==> src/rtl/uart_rx_fsm.sv <==
// Receive-side sequencer for the UART RX path: start detection, edge/bit counting, checker strobes.
// Optional `UART_RX_FRAME_ERR_EN adds a frame_err pulse for frames dropped on parity/stop errors.
module uart_rx_fsm #(
  parameter int DATA_width     = 8,
  parameter int Prescale_width = 6
) (
  input  logic                          clk,
  input  logic                          reset_n,
  input  logic                          RX_IN,
  input  logic [Prescale_width-1:0]     Prescale,
  input  logic                          PAR_EN,
  input  logic                          strt_glitch,
  input  logic                          par_err,
  input  logic                          stp_err,
  output logic [Prescale_width-1:0]     edge_cnt,
  output logic [$clog2(DATA_width)-1:0] bit_cnt,
  output logic                          dat_samp_en,
  output logic                          strt_chk_en,
  output logic                          par_chk_en,
  output logic                          stp_chk_en,
  output logic                          deser_en,
  output logic [2:0]                    fsm_state,
  output logic                          data_valid
`ifdef UART_RX_FRAME_ERR_EN
  ,
  output logic                          frame_err
`endif
);

  localparam int BIT_W = $clog2(DATA_width);
  localparam logic [Prescale_width-1:0] P_ONE    = 1;
  localparam logic [BIT_W-1:0]          B_ONE    = 1;
  localparam logic [BIT_W-1:0]          LAST_BIT = BIT_W'(DATA_width - 1);

  typedef enum logic [2:0] {
    IDLE   = 3'd0,
    START  = 3'd1,
    DATA   = 3'd2,
    PARITY = 3'd3,
    STOP   = 3'd4
  } state_e;

  state_e                    state_q, state_d;
  logic [Prescale_width-1:0] edge_cnt_q, edge_cnt_d;
  logic [Prescale_width-1:0] prescale_q, prescale_d;
  logic [BIT_W-1:0]          bit_cnt_q, bit_cnt_d;
  logic                      par_en_q, par_en_d;
  logic                      par_flag_q, par_flag_d;
  logic                      dat_samp_en_q, dat_samp_en_d;
  logic                      strt_chk_en_q, strt_chk_en_d;
  logic                      par_chk_en_q, par_chk_en_d;
  logic                      stp_chk_en_q, stp_chk_en_d;
  logic                      deser_en_q, deser_en_d;
  logic                      data_valid_q, data_valid_d;
  logic                      frame_err_q, frame_err_d;
  logic                      bit_end;

  assign bit_end = (state_q != IDLE) && (edge_cnt_q == prescale_q - P_ONE);

  always_comb begin
    state_d      = state_q;
    edge_cnt_d   = edge_cnt_q;
    bit_cnt_d    = bit_cnt_q;
    prescale_d   = prescale_q;
    par_en_d     = par_en_q;
    par_flag_d   = par_flag_q;
    data_valid_d = 1'b0;
    frame_err_d  = 1'b0;

    if (state_q == IDLE) begin
      edge_cnt_d = '0;
    end else begin
      edge_cnt_d = bit_end ? '0 : edge_cnt_q + P_ONE;
    end

    case (state_q)
      IDLE: begin
        // Frame parameters are captured once here and frozen until the frame ends.
        if (!RX_IN) begin
          state_d    = START;
          prescale_d = Prescale;
          par_en_d   = PAR_EN;
        end
      end
      START: begin
        if (bit_end) begin
          if (strt_glitch) begin
            state_d = IDLE;
          end else begin
            state_d   = DATA;
            bit_cnt_d = '0;
          end
        end
      end
      DATA: begin
        if (bit_end) begin
          if (bit_cnt_q == LAST_BIT) begin
            state_d = par_en_q ? PARITY : STOP;
          end else begin
            bit_cnt_d = bit_cnt_q + B_ONE;
          end
        end
      end
      PARITY: begin
        if (bit_end) begin
          par_flag_d = par_err;
          state_d    = STOP;
        end
      end
      STOP: begin
        if (bit_end) begin
          state_d      = IDLE;
          data_valid_d = !stp_err && !par_flag_q;
          frame_err_d  = stp_err || par_flag_q;
          par_flag_d   = 1'b0;
        end
      end
      default: state_d = IDLE;
    endcase

    // Strobes are registered from the next state so they line up with the state register.
    dat_samp_en_d = (state_d != IDLE);
    strt_chk_en_d = (state_d == START);
    par_chk_en_d  = (state_d == PARITY);
    stp_chk_en_d  = (state_d == STOP);
    deser_en_d    = (state_d == DATA) && (edge_cnt_d == prescale_d - P_ONE);
  end

  always_ff @(posedge clk or negedge reset_n) begin
    if (!reset_n) begin
      state_q       <= IDLE;
      edge_cnt_q    <= '0;
      bit_cnt_q     <= '0;
      prescale_q    <= '0;
      par_en_q      <= 1'b0;
      par_flag_q    <= 1'b0;
      dat_samp_en_q <= 1'b0;
      strt_chk_en_q <= 1'b0;
      par_chk_en_q  <= 1'b0;
      stp_chk_en_q  <= 1'b0;
      deser_en_q    <= 1'b0;
      data_valid_q  <= 1'b0;
      frame_err_q   <= 1'b0;
    end else begin
      state_q       <= state_d;
      edge_cnt_q    <= edge_cnt_d;
      bit_cnt_q     <= bit_cnt_d;
      prescale_q    <= prescale_d;
      par_en_q      <= par_en_d;
      par_flag_q    <= par_flag_d;
      dat_samp_en_q <= dat_samp_en_d;
      strt_chk_en_q <= strt_chk_en_d;
      par_chk_en_q  <= par_chk_en_d;
      stp_chk_en_q  <= stp_chk_en_d;
      deser_en_q    <= deser_en_d;
      data_valid_q  <= data_valid_d;
      frame_err_q   <= frame_err_d;
    end
  end

  assign edge_cnt    = edge_cnt_q;
  assign bit_cnt     = bit_cnt_q;
  assign dat_samp_en = dat_samp_en_q;
  assign strt_chk_en = strt_chk_en_q;
  assign par_chk_en  = par_chk_en_q;
  assign stp_chk_en  = stp_chk_en_q;
  assign deser_en    = deser_en_q;
  assign data_valid  = data_valid_q;
  assign fsm_state   = state_q;

`ifdef UART_RX_FRAME_ERR_EN
  assign frame_err = frame_err_q;
`else
  logic unused_frame_err;
  assign unused_frame_err = frame_err_q;
`endif

endmodule

==> config.mk <==
export PLATFORM = sky130hd
export DESIGN_NAME = uart_rx_fsm
export DESIGN_NICKNAME = d
export VERILOG_FILES = /design/src/rtl/uart_rx_fsm.sv
export SDC_FILE = /design/constraint.sdc
export NUM_CORES = 1
export LEC_CHECK = 0
export CORE_MARGIN = 5
export CORE_UTILIZATION = 55
export CTS_BUF_LIST = sky130_fd_sc_hd__clkbuf_8 sky130_fd_sc_hd__clkbuf_16
export DETAILED_ROUTE_END_ITERATION = 12
export PLACE_DENSITY = 0.86
export SYNTH_ARGS = -nofsm -noshare
export SYNTH_HDL_FRONTEND = slang
export SYNTH_SLANG_ARGS = --single-unit
==> constraint.sdc <==
create_clock -name clk -period 6.3 [get_ports clk]
set_clock_uncertainty 0.15 [all_clocks]
set_input_delay 0.945 -clock clk [delete_from_list [all_inputs] [get_ports clk]]
set_output_delay 0.945 -clock clk [all_outputs]
set_load 0.01 [all_outputs]
# [Yosys cells after proc, flatten, opt, wreduce, memory -nomap -nowiden]
# Index checks and enable logic that the tools add are counted.
# Widths: inputs -> output; s select.
[word_totals] elab_cells=70 reg_bits=26
[classes] n_eq_ne=17 mux=23 reduce_logical=13 add_sub_neg=4 bitwise=1
[op_table] op="$mux 3" count=11
[op_table] op="$mux 6" count=4
[op_table] op="$pmux 3 s5" count=1
[op_table] op="$eq 3x2->1 const B" count=4
[op_table] op="$eq 6x6->1" count=2
[op_table] op="$ne 2x2->1 const B" count=6
[op_table] op="$sub 6x1->6 const B" count=2
[op_table] op="$eq 3x3->1 const B" count=3
[op_table] op="$add 6x1->6 const B" count=1
[op_table] op="$eq 3x1->1 const B" count=2
[op_table] op="$pmux 3 s2" count=1
[op_table] op="$reduce_bool 3->1" count=2
[op_table] op="$reduce_and 5->1" count=1
[op_table] op="$mux 1" count=4
[op_table] op="$reduce_bool 2->1" count=2
[op_table] op="$add 3x1->3 const B" count=1
[op_table] op="$logic_and 1x1->1" count=3
[op_table] op="$logic_not 3->1" count=1
[op_table] op="$reduce_and 3->1" count=1
[op_table] op="$logic_not 1->1" count=2
[op_table] op="$mux 2" count=1
[op_table] op="$pmux 1 s2" count=1
[op_table] op="$reduce_and 2->1" count=1
[op_table] op="$not 1->1" count=1

# [Depth between registers and ports, before layout]
[logic_depth] ltp_word=7 depth_mapped=12

# [Least setup slack after synthesis]
# No wires, ideal clock.
[synth_timing] path_kind="register to register" start="register state_q[1] (netlist: fsm_state[1])" end="register deser_en_q (netlist: deser_en)" t_arrival_ns=2.609 required_time_ns=6.082 stages_incl_launch_ff=11 period_less_slack_ns=2.827 setup_slack_ns=3.473 path_buffers=1 path_cell_list="dfrtp_1 buf_2 or3_4 nor2_8 mux2i_1 ha_1 a2111oi_0 a21o_1 a22o_1 o211a_1 and4b_1"
[synth_via] elab_chain_len=6 elab_cells_between_ends=21 classes_between="1 x add/sub; 6 x eq/ne; 10 x mux; 4 x reduce/logical"
[synth_lines] item="start: declaration" line="43" source="state_e state_q, state_d;"
[synth_lines] item="start signal: assignment" line="145" source="state_q <= state_d;"
[synth_lines] item="branches (longest 5 deep; another with $sub 6x1->6)"
[synth_lines] item="$logic_and 1x1->1 (*)" line="126" source="deser_en_d = (state_d == DATA) && (edge_cnt_d == prescale_d - P_ONE);"
[synth_lines] item="via deser_en_d" line="53" source="logic deser_en_q, deser_en_d;"
[synth_lines] item="end signal: assignment" line="155" source="deser_en_q <= deser_en_d;"
[synth_lines] item="end: declaration" line="53"
# Mark *: on every way through the listed nets, which the timed path passes.
# A chain may end at the register's enable or synchronous reset.

# [Final worst setup path]
[layout_timing] start="input RX_IN" end="register deser_en_q (netlist: deser_en)"
[layout_via] elab_chain_len=5 elab_cells_between_ends=8 classes_between="1 x add/sub; 2 x eq/ne; 4 x mux; 1 x reduce/logical"
[layout_lines] item="start: declaration" line="9" source="input logic RX_IN,"
[layout_lines] item="$mux 6" line="79" source="if (!RX_IN) begin"
[layout_lines] item="$mux 6" line="76" source="case (state_q)"
[layout_lines] item="$sub 6x1->6" line="126"
[layout_lines] item="$eq 6x6->1" line="126"
[layout_lines] item="$logic_and 1x1->1 (*)" line="126"
[layout_lines] item="via deser_en_d" line="53"
# Mark *: on every way through the listed nets, which the timed path passes. The rest lies on a longest branch.

==> summary.txt <==
CRITICAL PATH
-------------------------------------------------------------------------------------------------
Element type at the critical path start                                              primary input
Max FO, Critical Path                                                                           9
Max stage delay on crit path                                                              0.50 ns
Data arrival time of the worst path                                                       3.39 ns
Worst r2r src                                                                        fsm_state[0]
Critical Path Slowest Stage Cell                                                     sky130_fd_sc_hd__clkdlybuf4s50_1
Worst setup EP type                                                                      register
Worst Path Class, Setup                                                              primary input to register
Required time of the critical path                                                        6.37 ns
Reg-to-Reg End                                                                           deser_en
Cells on worst reg2reg path                                                                     9
Flop2flop setup slack                                                                     3.17 ns
Ordered list of cells on the worst path                                              clkdlybuf4s50_1 -> nor2_8 -> mux2i_1 -> ha_1 -> a2111oi_0 -> a21o_1 -> a22o_1 -> o211a_1 -> and4b_1

POWER AND IR DROP
-------------------------------------------------------------------------------------------------
Overall power                                                                           0.00103 W
Power spent charging and discharging nets                                              0.000473 W
Internal power summed over all cells                                                   0.000558 W
Power density over cell area                                                           521 mW/mm²
Gate power share                                                                            58.7%
Static Leak                                                                              0.898 nW
Power share of the clock group                                                              10.7%
Worst VDD drop                                                                           0.468 mV
Switching share of total power                                                              45.9%
Sequential Power Share                                                                      30.6%

ROUTING
-------------------------------------------------------------------------------------------------
Routed via count                                                                             1331
Total iterations of the first detailed-routing run                                              4
Vias per inst                                                                                6.00
Average detailed-routed wire length per instance                                          16.8 µm
WL final                                                                                  3.74 mm
Antenna-violating nets left                                                                     0
Detailed Route Iter0 Violations                                                               104
Post-detailed-route DRC marker count                                                            0

SYNTHESIS
-------------------------------------------------------------------------------------------------
Leading post-synthesis cells by instance count                                       sky130_fd_sc_hd__dfrtp_1 (26), sky130_fd_sc_hd__nand2_1 (18), sky130_fd_sc_hd__nor2_1 (12)
Primary flip-flop cell chosen by synthesis mapping                                   sky130_fd_sc_hd__dfrtp_1
Number of enable flip-flop cells after synthesis                                                0
Yosys top cell by area                                                               sky130_fd_sc_hd__dfrtp_1
Portion of the post-synthesis area used by sequential elements                              41.0%
Cell count after synthesis                                                                    159
Total standard cell area after synthesis                                              0.00159 mm²
Synth top area cells                                                                 sky130_fd_sc_hd__dfrtp_1 (41%), sky130_fd_sc_hd__xor2_1 (5.0%), sky130_fd_sc_hd__mux2i_1 (4.4%), sky130_fd_sc_hd__nand2_1 (4.3%), sky130_fd_sc_hd__ha_1 (3.9%)
Dominant cell by count in the synthesized netlist                                    sky130_fd_sc_hd__dfrtp_1
Yosys warnings                                                                                  0
Number of distinct library cell variants in the gate-level netlist after synthesis             48
Total of flip-flops plus latches after synthesis                                               26
Async set-reset flop share out of synthesis                                                  100%
Total nets after synthesis                                                                    177
Average footprint of a synthesized cell                                                  9.99 µm²
Fraction of post-synthesis cell area in the top cell type by area                           41.0%

GRT
-------------------------------------------------------------------------------------------------
Number of antenna violations at the first check in global routing                               0
Overall track demand over capacity in global routing                                        19.1%
Congestion Overflow GR                                                                          0
Pin count of the biggest net entering global routing                                           27
Global-route wire length before repair                                                    6.25 mm
Via count of the first global-routing pass                                                   1256

CELLS AND AREA
-------------------------------------------------------------------------------------------------
Area of combinational cells with multiple inputs                                          887 µm²
Area growth from synthesis to layout                                                        24.5%
Ant diodes                                                                                      0
Fill cells                                                                                    215
Non-filler instance count after layout                                                        222
Nets                                                                                          210
Utilization after layout                                                                    71.7%
Register area                                                                             651 µm²
Ratio of cells with drive above 1 in the final layout                                       11.5%

STA
-------------------------------------------------------------------------------------------------
Measured slew at the worst slew-check pin                                                0.517 ns
Peak Freq                                                                                 301 MHz
Setup_tns                                                                                    0 ns
Fin. max-slew vios                                                                              0
Post-layout worst setup margin                                                            2.98 ns
Hold Violations, Final                                                                          0
Final period utilization                                                                    52.7%
Setup Viol. Count Final                                                                         0
Setup repair after global routing missed its margin                                            no
Max-slew headroom at the worst pin                                                          65.3%
Shortest period the worst path allows                                                     3.32 ns

CLOCK TREE
-------------------------------------------------------------------------------------------------
Number of hold-repair buffers added at the cts stage                                            0
Cell chosen for the clock root                                                       sky130_fd_sc_hd__clkbuf_8
CTS tree                                                                                      yes
Max Buffers Root-to-Sink                                                                        2
Post-CTS sizing                                                                                 0
Clock sink count                                                                               26
Worst skew pair latency                                                                   0.28 ns
Maximum level of the CTS H-tree                                                                 1
Register clock-pin slew on the reported worst setup and hold paths                        0.09 ns
Post-CTS Repair Setup Buffers                                                                   0
Number of buffers inserted during clock tree synthesis                                          3

PLACE
-------------------------------------------------------------------------------------------------
RePlAce Congestion                                                                          0.852
HPWL reported at the end of detailed placement                                            2.72 mm
Input/output buffers                                                                           30
Placed cell count                                                                             218
Worst-case setup slack after placement                                                    2.72 ns

FLOORPLAN
-------------------------------------------------------------------------------------------------
Horizontal die dimension                                                                  63.7 µm
Row Count                                                                                      19
Number of primary I/O pins                                                                     31
Effective utilization at floorplan                                                          57.6%
Full die area                                                                         0.00406 mm²
Die outline height                                                                        63.7 µm
Core area                                                                             0.00276 mm²

RUN
-------------------------------------------------------------------------------------------------
Number of max-cap violations                                                                    0

HOLD PATH
-------------------------------------------------------------------------------------------------
Hold Path Sink                                                                         data_valid
Instance count along the most critical hold path                                                1
Worst hold path startpoint                                                             par_flag_q
Hold crit path type                                                                  register to register

RUN STATUS
-------------------------------------------------------------------------------------------------
Run status                                                                           finished clean

[worst max-delay path, delay by kind of cell]
kind	cells	cell delay, ns
buffers and inverters	1	0.50
AO/OA/AOI/OAI	4	0.80
adder cells (fa/ha/maj)	1	0.35
AND/OR/NAND/NOR	2	0.41
multiplexers	1	0.39
[cell type report]
type                       instances  share of cell area [%]
clock buffer                       4                    2.78
inverter                          10                    1.90
multi-input combinational        120                    44.9
sequential                        26                    32.9
tap                               31                    1.96
timing repair buffer              31                    15.6
[layout by cell type, fill, tap and decap left out, types with 2 or more instances in the layout]
master | synthesis | routed
sky130_fd_sc_hd__a21oi_1 | 8 | 8
sky130_fd_sc_hd__o21ai_1 | 2 | 2
sky130_fd_sc_hd__a211oi_2 | 2 | 2
sky130_fd_sc_hd__a31oi_1 | 2 | 2
sky130_fd_sc_hd__nor3_2 | 2 | 2
sky130_fd_sc_hd__o21ai_0 | 3 | 3
sky130_fd_sc_hd__nor2_1 | 12 | 12
sky130_fd_sc_hd__clkbuf_8 | 0 | 4
sky130_fd_sc_hd__ha_1 | 5 | 5
sky130_fd_sc_hd__nand2b_1 | 4 | 4
sky130_fd_sc_hd__o31ai_1 | 2 | 2
sky130_fd_sc_hd__or3_1 | 3 | 3
sky130_fd_sc_hd__dfrtp_1 | 26 | 26
sky130_fd_sc_hd__clkdlybuf4s50_1 | 0 | 30
sky130_fd_sc_hd__o211a_1 | 2 | 2
sky130_fd_sc_hd__nand4_1 | 2 | 2
sky130_fd_sc_hd__nand2_1 | 18 | 18
sky130_fd_sc_hd__nor3_1 | 3 | 3
sky130_fd_sc_hd__mux2i_1 | 7 | 7
sky130_fd_sc_hd__a21o_1 | 2 | 2
sky130_fd_sc_hd__nand3_1 | 3 | 3
sky130_fd_sc_hd__xor2_1 | 9 | 9
sky130_fd_sc_hd__xnor2_1 | 6 | 6
sky130_fd_sc_hd__inv_1 | 9 | 9
[worst max path at each step]
stage	from	to	slack, ns
3_3_place_gp	RX_IN	deser_en	2.86
2_1_floorplan	fsm_state[1]	deser_en	3.47
4_1_cts	RX_IN	deser_en	3.02
6_report	RX_IN	deser_en	2.98
5_1_grt	RX_IN	deser_en	2.93
3_5_place_dp	RX_IN	deser_en	2.72
[registers in the layout, indices dropped and copies added (netlist names)]
signal,count
par_flag_q,1
stp_chk_en,1
data_valid,1
par_chk_en,1
prescale_q,6
bit_cnt,3
edge_cnt,6
dat_samp_en,1
strt_chk_en,1
par_en_q,1
deser_en,1
fsm_state,3
[layer usage]
layer | vias up | track usage, % | part of all wire [%]
met3 | 8 | 3.33 | 5.1
met1 | 648 | 27.8 | 46
met4 | 0 | 5.45 | 1.2
met5 | - | 0 | 0
li1 | 631 | - | -
met2 | 44 | 29.3 | 48
[cells by family (layout without fill, tap and decap cells)]
family                   count (synthesis)  in the layout  synth area share [%]
buffers and inverters                   13             45                  3.15
AO/OA/AOI/OAI                           33             33                  16.3
multiplexers                             7              7                  4.41
AND/OR/NAND/NOR                         59             59                  21.5
XOR/XNOR                                16             16                  9.69
flip-flops                              26             26                  41.0
adder cells (fa/ha/maj)                  5              5                  3.94
[through the flow]
stage / hold WS [ns] / instance area (µm²)
global placement: 0.295 / 1920
floorplan: 0.282 / 1590
finish: 0.345 / 1980
detailed placement: 0.333 / 1920
CTS: 0.345 / 1980
global route: 0.364 / 1980
[power groups by stage]
stage	sequential (W)	combinational, W	clock (W)
floorplan	0.000299	0.000438	0
global placement	0.000311	0.000578	0
detailed placement	0.000315	0.000597	0
CTS	0.000314	0.000605	0.000110
global route	0.000325	0.000658	0.000119
finish	0.000316	0.000605	0.000110
Power figures use the tool's default switching activity.
